<file path="config.mk">
export PLATFORM = sky130hd
export DESIGN_NAME = ber_stats_reader
export DESIGN_NICKNAME = d
export VERILOG_FILES = /design/src/rtl/ber_stats_pkg.sv /design/src/rtl/ber_stats_timer.sv /design/src/rtl/ber_stats_reader.sv
export SDC_FILE = /design/constraint.sdc
export NUM_CORES = 1
export LEC_CHECK = 0
export CELL_PAD_IN_SITES_DETAIL_PLACEMENT = 1
export CELL_PAD_IN_SITES_GLOBAL_PLACEMENT = 2
export CORE_ASPECT_RATIO = 1.5
export CORE_UTILIZATION = 25
export CTS_BUF_LIST = sky130_fd_sc_hd__clkbuf_16
export CTS_CLUSTER_SIZE = 25
export DETAILED_ROUTE_END_ITERATION = 8
export PLACE_DENSITY = 0.67
export SLEW_MARGIN = 20
export SYNTH_ARGS = -nofsm -noshare
export SYNTH_HDL_FRONTEND = slang
export SYNTH_HIERARCHICAL = 1
export SYNTH_SLANG_ARGS = --single-unit
</file>
<file path="constraint.sdc">
create_clock -name clk -period 4.5 [get_ports clk]
set_input_delay 1.125 -clock clk [delete_from_list [all_inputs] [get_ports clk]]
set_output_delay 1.125 -clock clk [all_outputs]
set_load 0.05 [all_outputs]
</file>
<file path="src/rtl/ber_stats_pkg.sv">
// Shared types and constants for the BER statistics snapshot reader.
// STATS_CHECKSUM_EN adds the CSUM state used for the trailing checksum word.
package ber_stats_pkg;

  localparam logic [15:0] STATS_MAGIC  = 16'hB5E7;
  localparam int          N_COUNTERS   = 5;
  localparam int          N_DATA_WORDS = 10;

`ifdef STATS_CHECKSUM_EN
  typedef enum logic [1:0] {
    ST_IDLE,
    ST_HDR,
    ST_DATA,
    ST_CSUM
  } stats_state_t;
`else
  typedef enum logic [1:0] {
    ST_IDLE,
    ST_HDR,
    ST_DATA
  } stats_state_t;
`endif

endpackage

</file>
<file path="src/rtl/ber_stats_timer.sv">
// Periodic tick generator; a new period_cycles is adopted only when the count wraps.
module ber_stats_timer (
  input  logic        clk,
  input  logic        rst,
  input  logic [31:0] period_cycles,
  output logic        tick
);

  logic [31:0] cur_period;
  logic [31:0] cnt;

  assign tick = (period_cycles != 32'd0) && (cur_period != 32'd0) &&
                (cnt == cur_period - 32'd1);

  // cur_period of zero means "not yet loaded", so the first nonzero period loads immediately
  always_ff @(posedge clk) begin
    if (rst) begin
      cur_period <= '0;
      cnt        <= '0;
    end else if (period_cycles == 32'd0) begin
      cur_period <= '0;
      cnt        <= '0;
    end else if ((cur_period == 32'd0) || tick) begin
      cur_period <= period_cycles;
      cnt        <= '0;
    end else begin
      cnt <= cnt + 32'd1;
    end
  end

endmodule

</file>
<file path="src/rtl/ber_stats_reader.sv">
// Captures the five 64-bit BER counters and streams them as a framed word sequence.
// Define STATS_CHECKSUM_EN to append an XOR checksum word to every frame.
module ber_stats_reader
  import ber_stats_pkg::*;
#(
  parameter int WORD_W = 32,
  parameter int SEQ_W  = 16
) (
  input  logic              clk,
  input  logic              rst,
  input  logic [63:0]       total_bits,
  input  logic [63:0]       total_bit_errors_pre,
  input  logic [63:0]       total_bit_errors_post,
  input  logic [63:0]       total_frames,
  input  logic [63:0]       total_frame_errors,
  input  logic              snap_req,
  input  logic [31:0]       period_cycles,
  output logic [WORD_W-1:0] out_data,
  output logic              out_valid,
  input  logic              out_ready,
  output logic              out_last,
  output logic              busy,
  output logic [15:0]       overrun_cnt
);

  localparam logic [3:0] LAST_IDX = 4'(N_DATA_WORDS - 1);
`ifdef STATS_CHECKSUM_EN
  localparam logic CSUM_EN = 1'b1;
`else
  localparam logic CSUM_EN = 1'b0;
`endif

  stats_state_t                 state;
  logic [3:0]                   idx;
  logic [SEQ_W-1:0]             seq;
  logic                         pending;
  logic [N_DATA_WORDS-1:0][31:0] snap_words;

  logic timer_tick;
  logic req;
  logic handshake;
  logic finish;
  logic capture;

  ber_stats_timer u_timer (
    .clk           (clk),
    .rst           (rst),
    .period_cycles (period_cycles),
    .tick          (timer_tick)
  );

  assign req       = snap_req | timer_tick;
  assign handshake = out_valid & out_ready;
`ifdef STATS_CHECKSUM_EN
  assign finish    = handshake && (state == ST_CSUM);
`else
  assign finish    = handshake && (state == ST_DATA) && (idx == LAST_IDX);
`endif
  assign capture   = ((state == ST_IDLE) && req) || (finish && (pending || req));

  // Snapshot register ordered as it is streamed: each counter high word, then low word
  always_ff @(posedge clk) begin
    if (rst) begin
      snap_words <= '0;
    end else if (capture) begin
      snap_words[0] <= total_bits[63:32];
      snap_words[1] <= total_bits[31:0];
      snap_words[2] <= total_bit_errors_pre[63:32];
      snap_words[3] <= total_bit_errors_pre[31:0];
      snap_words[4] <= total_bit_errors_post[63:32];
      snap_words[5] <= total_bit_errors_post[31:0];
      snap_words[6] <= total_frames[63:32];
      snap_words[7] <= total_frames[31:0];
      snap_words[8] <= total_frame_errors[63:32];
      snap_words[9] <= total_frame_errors[31:0];
    end
  end

`ifdef STATS_CHECKSUM_EN
  logic [31:0] csum;

  // Running XOR of the header and data words already handed downstream
  always_ff @(posedge clk) begin
    if (rst) begin
      csum <= '0;
    end else if (capture) begin
      csum <= '0;
    end else if (handshake && ((state == ST_HDR) || (state == ST_DATA))) begin
      csum <= csum ^ out_data;
    end
  end
`endif

  always_ff @(posedge clk) begin
    if (rst) begin
      state       <= ST_IDLE;
      idx         <= '0;
      seq         <= '0;
      pending     <= 1'b0;
      overrun_cnt <= '0;
      out_data    <= '0;
      out_valid   <= 1'b0;
      out_last    <= 1'b0;
      busy        <= 1'b0;
    end else begin
      case (state)
        ST_IDLE: begin
          if (req) begin
            state     <= ST_HDR;
            out_data  <= {STATS_MAGIC, seq};
            out_valid <= 1'b1;
            out_last  <= 1'b0;
            busy      <= 1'b1;
          end
        end
        ST_HDR: begin
          if (handshake) begin
            state    <= ST_DATA;
            idx      <= '0;
            out_data <= snap_words[0];
            out_last <= 1'b0;
          end
        end
        ST_DATA: begin
          if (handshake) begin
            if (idx == LAST_IDX) begin
`ifdef STATS_CHECKSUM_EN
              state    <= ST_CSUM;
              out_data <= csum ^ out_data;
              out_last <= 1'b1;
`endif
            end else begin
              idx      <= idx + 4'd1;
              out_data <= snap_words[idx + 4'd1];
              out_last <= !CSUM_EN && (idx == LAST_IDX - 4'd1);
            end
          end
        end
        default: begin
        end
      endcase

      // End of frame: a waiting or coincident request chains straight into the next header
      if (finish) begin
        seq     <= seq + 1'b1;
        pending <= 1'b0;
        if (pending || req) begin
          state    <= ST_HDR;
          out_data <= {STATS_MAGIC, seq + 1'b1};
          out_last <= 1'b0;
        end else begin
          state     <= ST_IDLE;
          out_valid <= 1'b0;
          out_last  <= 1'b0;
          busy      <= 1'b0;
        end
      end else if (req && (state != ST_IDLE)) begin
        if (!pending) begin
          pending <= 1'b1;
        end else if (overrun_cnt != 16'hFFFF) begin
          overrun_cnt <= overrun_cnt + 16'd1;
        end
      end
    end
  end

endmodule
</file>
* After elaboration in Yosys (flattened, before gate mapping)
Index checks and enable logic that the tools add are counted.
** Cells by class
- Add/subtract/negate cells :: 5
- Order comparisons :: 1
- Equal/unequal tests :: 12
- Multiplexer cells :: 31
- Bitwise logic cells :: 3
- Reductions and logical operators :: 26
** Operators with widths (count)
- $mux 32 :: 7
- $bmux 32 s4 :: 1
- $pmux 32 s3 :: 1
- $logic_not 32->1 :: 2
- $reduce_bool 32->1 :: 2
- $add 16x1->16 const B :: 2
- $add 32x1->32 const B :: 1
- $eq 32x32->1 :: 1
- $sub 32x1->32 const B :: 1
- $ne 16x16->1 const B :: 1
- $mux 1 :: 13
- $mux 4 :: 3
- $eq 4x4->1 const B :: 2
- $ne 2x2->1 const B :: 4
- $pmux 4 s2 :: 1
- $reduce_and 4->1 :: 2
- $logic_and 1x1->1 :: 7
- $mux 2 :: 3
- $ne 3x3->1 const B :: 2
- $reduce_bool 3->1 :: 2
- $lt 4x5->1 const B :: 1
- $reduce_and 5->1 :: 1
- $add 4x1->4 const B :: 1
- $pmux 2 s2 :: 1
- 12 further kinds :: 16
** Storage, ports and cells
- Register bits :: 458
- Input bits :: 356
- Output and inout bits :: 51
- Word-level logic and storage cells :: 99

* Depth between registers and ports, before layout
- Word-level depth :: 8
- Mapped depth :: 18
- Mapped depth without buffers :: 15

* By module
Netlist, hierarchy kept.
** Modules (own cells, without submodules)
- ber_stats_reader :: times used 1, cells an instance 2146, area each 17429.2 um2, seq. area each 7887.6 um2
- ber_stats_timer :: times used 1, cells an instance 504, area each 4067.7 um2, seq. area each 1281.2 um2

* Worst setup path after synthesis
No wires, ideal clock.
- Path kind :: register -> register
- Start :: register u_timer.cur_period[0]
- End :: register out_data[12]
- Data arrival time :: 3908 ps
- Data required time :: 4419 ps
- Path slack :: 512 ps
- Cell stages (with the launch flop) :: 16
- Buffers on the path :: 3
- Cells stage by stage :: dfxtp_1 clkbuf_1 inv_1 ha_1 nor4b_2 and4_1 clkbuf_1 nand3_1 o31a_1 or4_4 nor4_1 nor3_1 nand3b_1 buf_2 or4_1 a41oi_1
** On the way
- Cells in the longest elaborated chain, start to end :: 8
- Elaborated cells between the ends (all ways) :: 11
** Ends and longest elaborated chain
- from (decl) :: RTL line ber_stats_timer.sv:9 : logic [31:0] cur_period;
- from (signal assigned) :: RTL line ber_stats_timer.sv:24 : cur_period <= period_cycles;
- $sub 32x1->32 or $reduce_bool 32->1 (tied branches) :: RTL line ber_stats_timer.sv:13, ber_stats_timer.sv:12
- $eq 32x32->1 or $logic_and 1x1->1 (tied branches) :: RTL line ber_stats_timer.sv:13, ber_stats_timer.sv:12
- $logic_and 1x1->1 (*) :: RTL line ber_stats_timer.sv:12 : assign tick = (period_cycles != 32'd0) && (cur_period != 32'd0) &&
- net timer_tick :: RTL line ber_stats_reader.sv:39 : logic timer_tick;
- $or 1x1->1 (*) :: RTL line ber_stats_reader.sv:52 : assign req = snap_req | timer_tick;
- $mux 32 :: RTL line ber_stats_reader.sv:108 : if (req) begin
- $pmux 32 s3 :: RTL line ber_stats_reader.sv:106 : case (state)
- $mux 32 :: RTL line ber_stats_reader.sv:147 : if (pending || req) begin
- $mux 32 (*) :: RTL line ber_stats_reader.sv:144 : if (finish) begin
- to (signal assigned) :: RTL line ber_stats_reader.sv:110 : out_data <= {STATS_MAGIC, seq};
- to (signal assigned) :: RTL line ber_stats_reader.sv:120 : out_data <= snap_words[0];
- to (signal assigned) :: RTL line ber_stats_reader.sv:149 : out_data <= {STATS_MAGIC, seq + 1'b1};
- to (decl) :: RTL line ber_stats_reader.sv:18 : output logic [WORD_W-1:0] out_data,
Mark *: on every way through the listed nets, which the timed path passes. The rest lies on a longest branch.
A chain may end at the register's enable or synchronous reset.

* Worst setup path in the final report
- Start :: register u_timer.cur_period[7]
- End :: register out_data[10]
Same word-level chain as after synthesis.

==> impl_results.md <==
- Post-DP HPWL: 75000 um
- Most common cell after layout, fill and taps aside: nand2_1
- Pint: 7.87 mW
- Global-route total usage across every layer: 0.220
- Post-layout nets: 3407
- Reg2reg start: u_timer/cur_period[7]
- Sequential Power Share: 0.398
- Syn_nets: 3013
- Synth cell types: 80
- Largest net degree at the start of global routing: 141
- Max cap viols: 0
- CP required: 4950 ps
- Critical path type: register to register
- Synthesis-to-layout area growth: 35.3%
- Clk pwr share: 0.361
- Core Area: 85100 um2
- Ys async rst share: 0
- Synth Cell Area: 21500 um2
- R2R depth: 15
- Sequence of cells on the critical path: or4_1 -> nor4b_1 -> o2111ai_1 -> and2_1 -> nor3_1 -> nand4_1 -> nor4_4 -> buf_4 -> nor2_1 -> buf_4 -> o21ai_0 -> nor2_1 -> a222oi_1 -> a21boi_0 -> o32ai_1
- Share of layout cells above drive strength 1: 0.105
- Overflow after GRT: 0
- DR WL/cell: 22.9 um
- M1 wire length: 37300 um
- Hold Buf Count CTS: 0
- RePlAce Congestion: 0.894
- DRC: 0
- Worst R2R Setup Slack: 240 ps
- Vias in the first global route: 22.3k
- Post-Route WL: 96500 um
- Post-synth EDFFs: 0
- Max-slew violations: 0
- YS warnings: 6
- Sink Count: 458
- Fillers: 10.0k
- Seq/Total Area, Yosys: 0.427
- LEAKAGE: 10.3 nW
- Max Clk Rate: 234 MHz
- Worst Setup SP: u_timer/cur_period[7]
- Final setup vio count: 0
- Hold Path End: snap_words[92]
- IO Port Bufs: 406
- Power Density: 394 nW/um2
- Remaining antenna violation count: 0
- Hold path cells: 2
- # IOs: 407
- Worst path max stage delay: 620 ps
- Max clock buf depth: 3
- Switch share: 0.314
- Final worst path period share: 0.948
- Gates resized, CTS repair: 1
- Vias: 20.8k
- CP Launch Type: register
- Status: finished, final reports clean
- Global-route wire length before repair: 143000 um
- Clock Pin Slew Worst Setup and Hold Paths: 70 ps
- Commonest cells after routing, fill and taps aside: nand2_1 (835), dfxtp_1 (457), clkdlybuf4s50_1 (405)
- Die Height: 361 um
- Met2 wire length: 50300 um
- Initial Utilization: 0.253
- Die Wd: 241 um
- Top FF cell, synth: dfxtp_1
- H-tree lvl count: 2
- Total CTS buffers: 50
- Setup crit end kind: register
- DRT Pass-1 Iters: 5
- Crit-path max FO: 6
- Root Driver: clkbuf_16
- Initial antenna violation count: 9
- Die ar.: 87200 um2
- Setup Skew: 28.4 ps
- Clk Latency, worst-skew pair: 630 ps
- RSZ-0062 raised after global routing: yes
- Cell Rows: 131
- Hold Fails Final Rpt: 0
- Hold Path Class: register to register
- Via density: 4.92
- Slew headroom: 0.349
- Least-Margin Pin Slew: 977 ps
- Hold path start: snap_words[92]
- Setup TNS: 0 ps
- Final Util: 0.342
- CTS tree: built
- Initial DRC count: 1017
- Wire length on met3: 4530 um
- NetSw: 3.60 mW
- FF+latch count, synth: 458
- Minimum clock period: 4260 ps
- CP Data Arrival Time: 4720 ps
- Top-area cell type share of the netlist area: 0.427
- Mapped Cells: 2650
- Max Used Layer: met5
- CP max stage cell: or4_1
- Syn_area_per_cell: 8.11 um2
- Logic pwr share: 0.240
- Top post-synthesis cells by area: dfxtp_1 (43%), nand2_1 (15%), a21oi_1 (8.9%)
- VDD IR max: 0.279 mV
- RR Endpoint: out_data[10]
- Dominant cell type by area after synthesis: dfxtp_1
- Setup bufs post-CTS: 0
==> metal layers <==
metal | vias to the layer above | track usage
li1 | 9910 | -
met1 | 10200 | 0.242
met2 | 485 | 0.407
met3 | 142 | 0.0391
met4 | 12 | 0.0918
met5 | - | 0
==> sequential cells by signal (all words and copies together) (netlist names) <==
signal	cells
seq	16
overrun_cnt	16
u_timer/cnt	32
u_timer/cur_period	32
out_data	32
busy	1
out_last	1
out_valid	1
pending	1
idx	4
snap_words	320
state	2
==> cells in the mapped netlist, types with 7 or more instances <==
cell	instances
or3_1	14
buf_4	12
o22ai_1	11
a31oi_1	18
a21oi_1	381
a32oi_1	8
nor2_1	98
mux2_2	18
clkbuf_1	93
and3_1	20
o32ai_1	8
and4_1	7
nand4_1	26
inv_1	27
a311oi_1	8
o21ai_0	30
nor3_1	53
a221oi_1	12
nor4_1	26
mux4_2	54
mux2i_1	59
or4_1	7
dfxtp_1	458
nand3_1	37
xor2_1	45
buf_2	78
nand2_1	835
buf_6	8
ha_1	7
xnor2_1	62
==> how the worst max path moves through the flow <==
| stage | slack [ps] | endpoint |
|---|---|---|
| 2_1_floorplan | 510 | out_data[12] |
| 3_3_place_gp | -270 | snap_words[18] |
| 3_5_place_dp | -330 | overrun_cnt[13] |
| 4_1_cts | 150 | overrun_cnt[13] |
| 5_1_grt | -6 | out_data[10] |
| 6_report | 240 | out_data[10] |
==> final cells by class <==
type,instances,area (um2),area share
flip-flops and latches,458,9170,0.315
repair buffers,540,5360,0.184
well taps,1130,1410,0.0486
clock inverters,40,305,0.0105
clock buffers,52,1300,0.0447
inverters,27,101,0.00348
diodes,3,7.51,0.000258
multi-input cells,1967,11400,0.393
==> stage by stage <==
stage | total power [mW] | hold slack [ps] | area [um2] | setup slack, ps | std cells
floorplan | 6.07 | 427 | 21500 | 512 | 2650
global route | 12.0 | 462 | 29100 | -5.54 | 4215
global placement | 7.33 | 435 | 27400 | -274 | 4122
CTS | 11.6 | 453 | 29000 | 151 | 4214
detailed placement | 7.39 | 444 | 27400 | -328 | 4122
finish | 11.5 | 448 | 29100 | 235 | 4217
==> power by group through the flow <==
| stage | Sequential (mW) | Clock (mW) | Combinational (mW) |
|---|---|---|---|
| finish | 4.57 | 4.14 | 2.75 |
| global route | 4.60 | 4.41 | 2.96 |
| CTS | 4.57 | 4.26 | 2.76 |
| detailed placement | 4.65 | 0 | 2.74 |
| global placement | 4.64 | 0 | 2.69 |
| floorplan | 4.61 | 0 | 1.46 |
==> critical path: cells and delay by family (launching register included) <==
family                 cells  cell delay, ps
and+or+nand+nor            8            2230
AOI/OAI and AO/OA          5            1130
DFF                        1             400
buffers and inverters      2             350
==> cell families after synthesis <==
logic type	after synthesis	synth area share
adder cells (fa/ha/maj)	7	0.00407
AND/OR/NAND/NOR	1178	0.236
multiplexers	131	0.0935
AO/OA/AOI/OAI	543	0.146
flip-flops	458	0.427
XOR/XNOR	108	0.0446
buffers and inverters	225	0.0489
No activity file was read; power rests on OpenSTA's default activity.
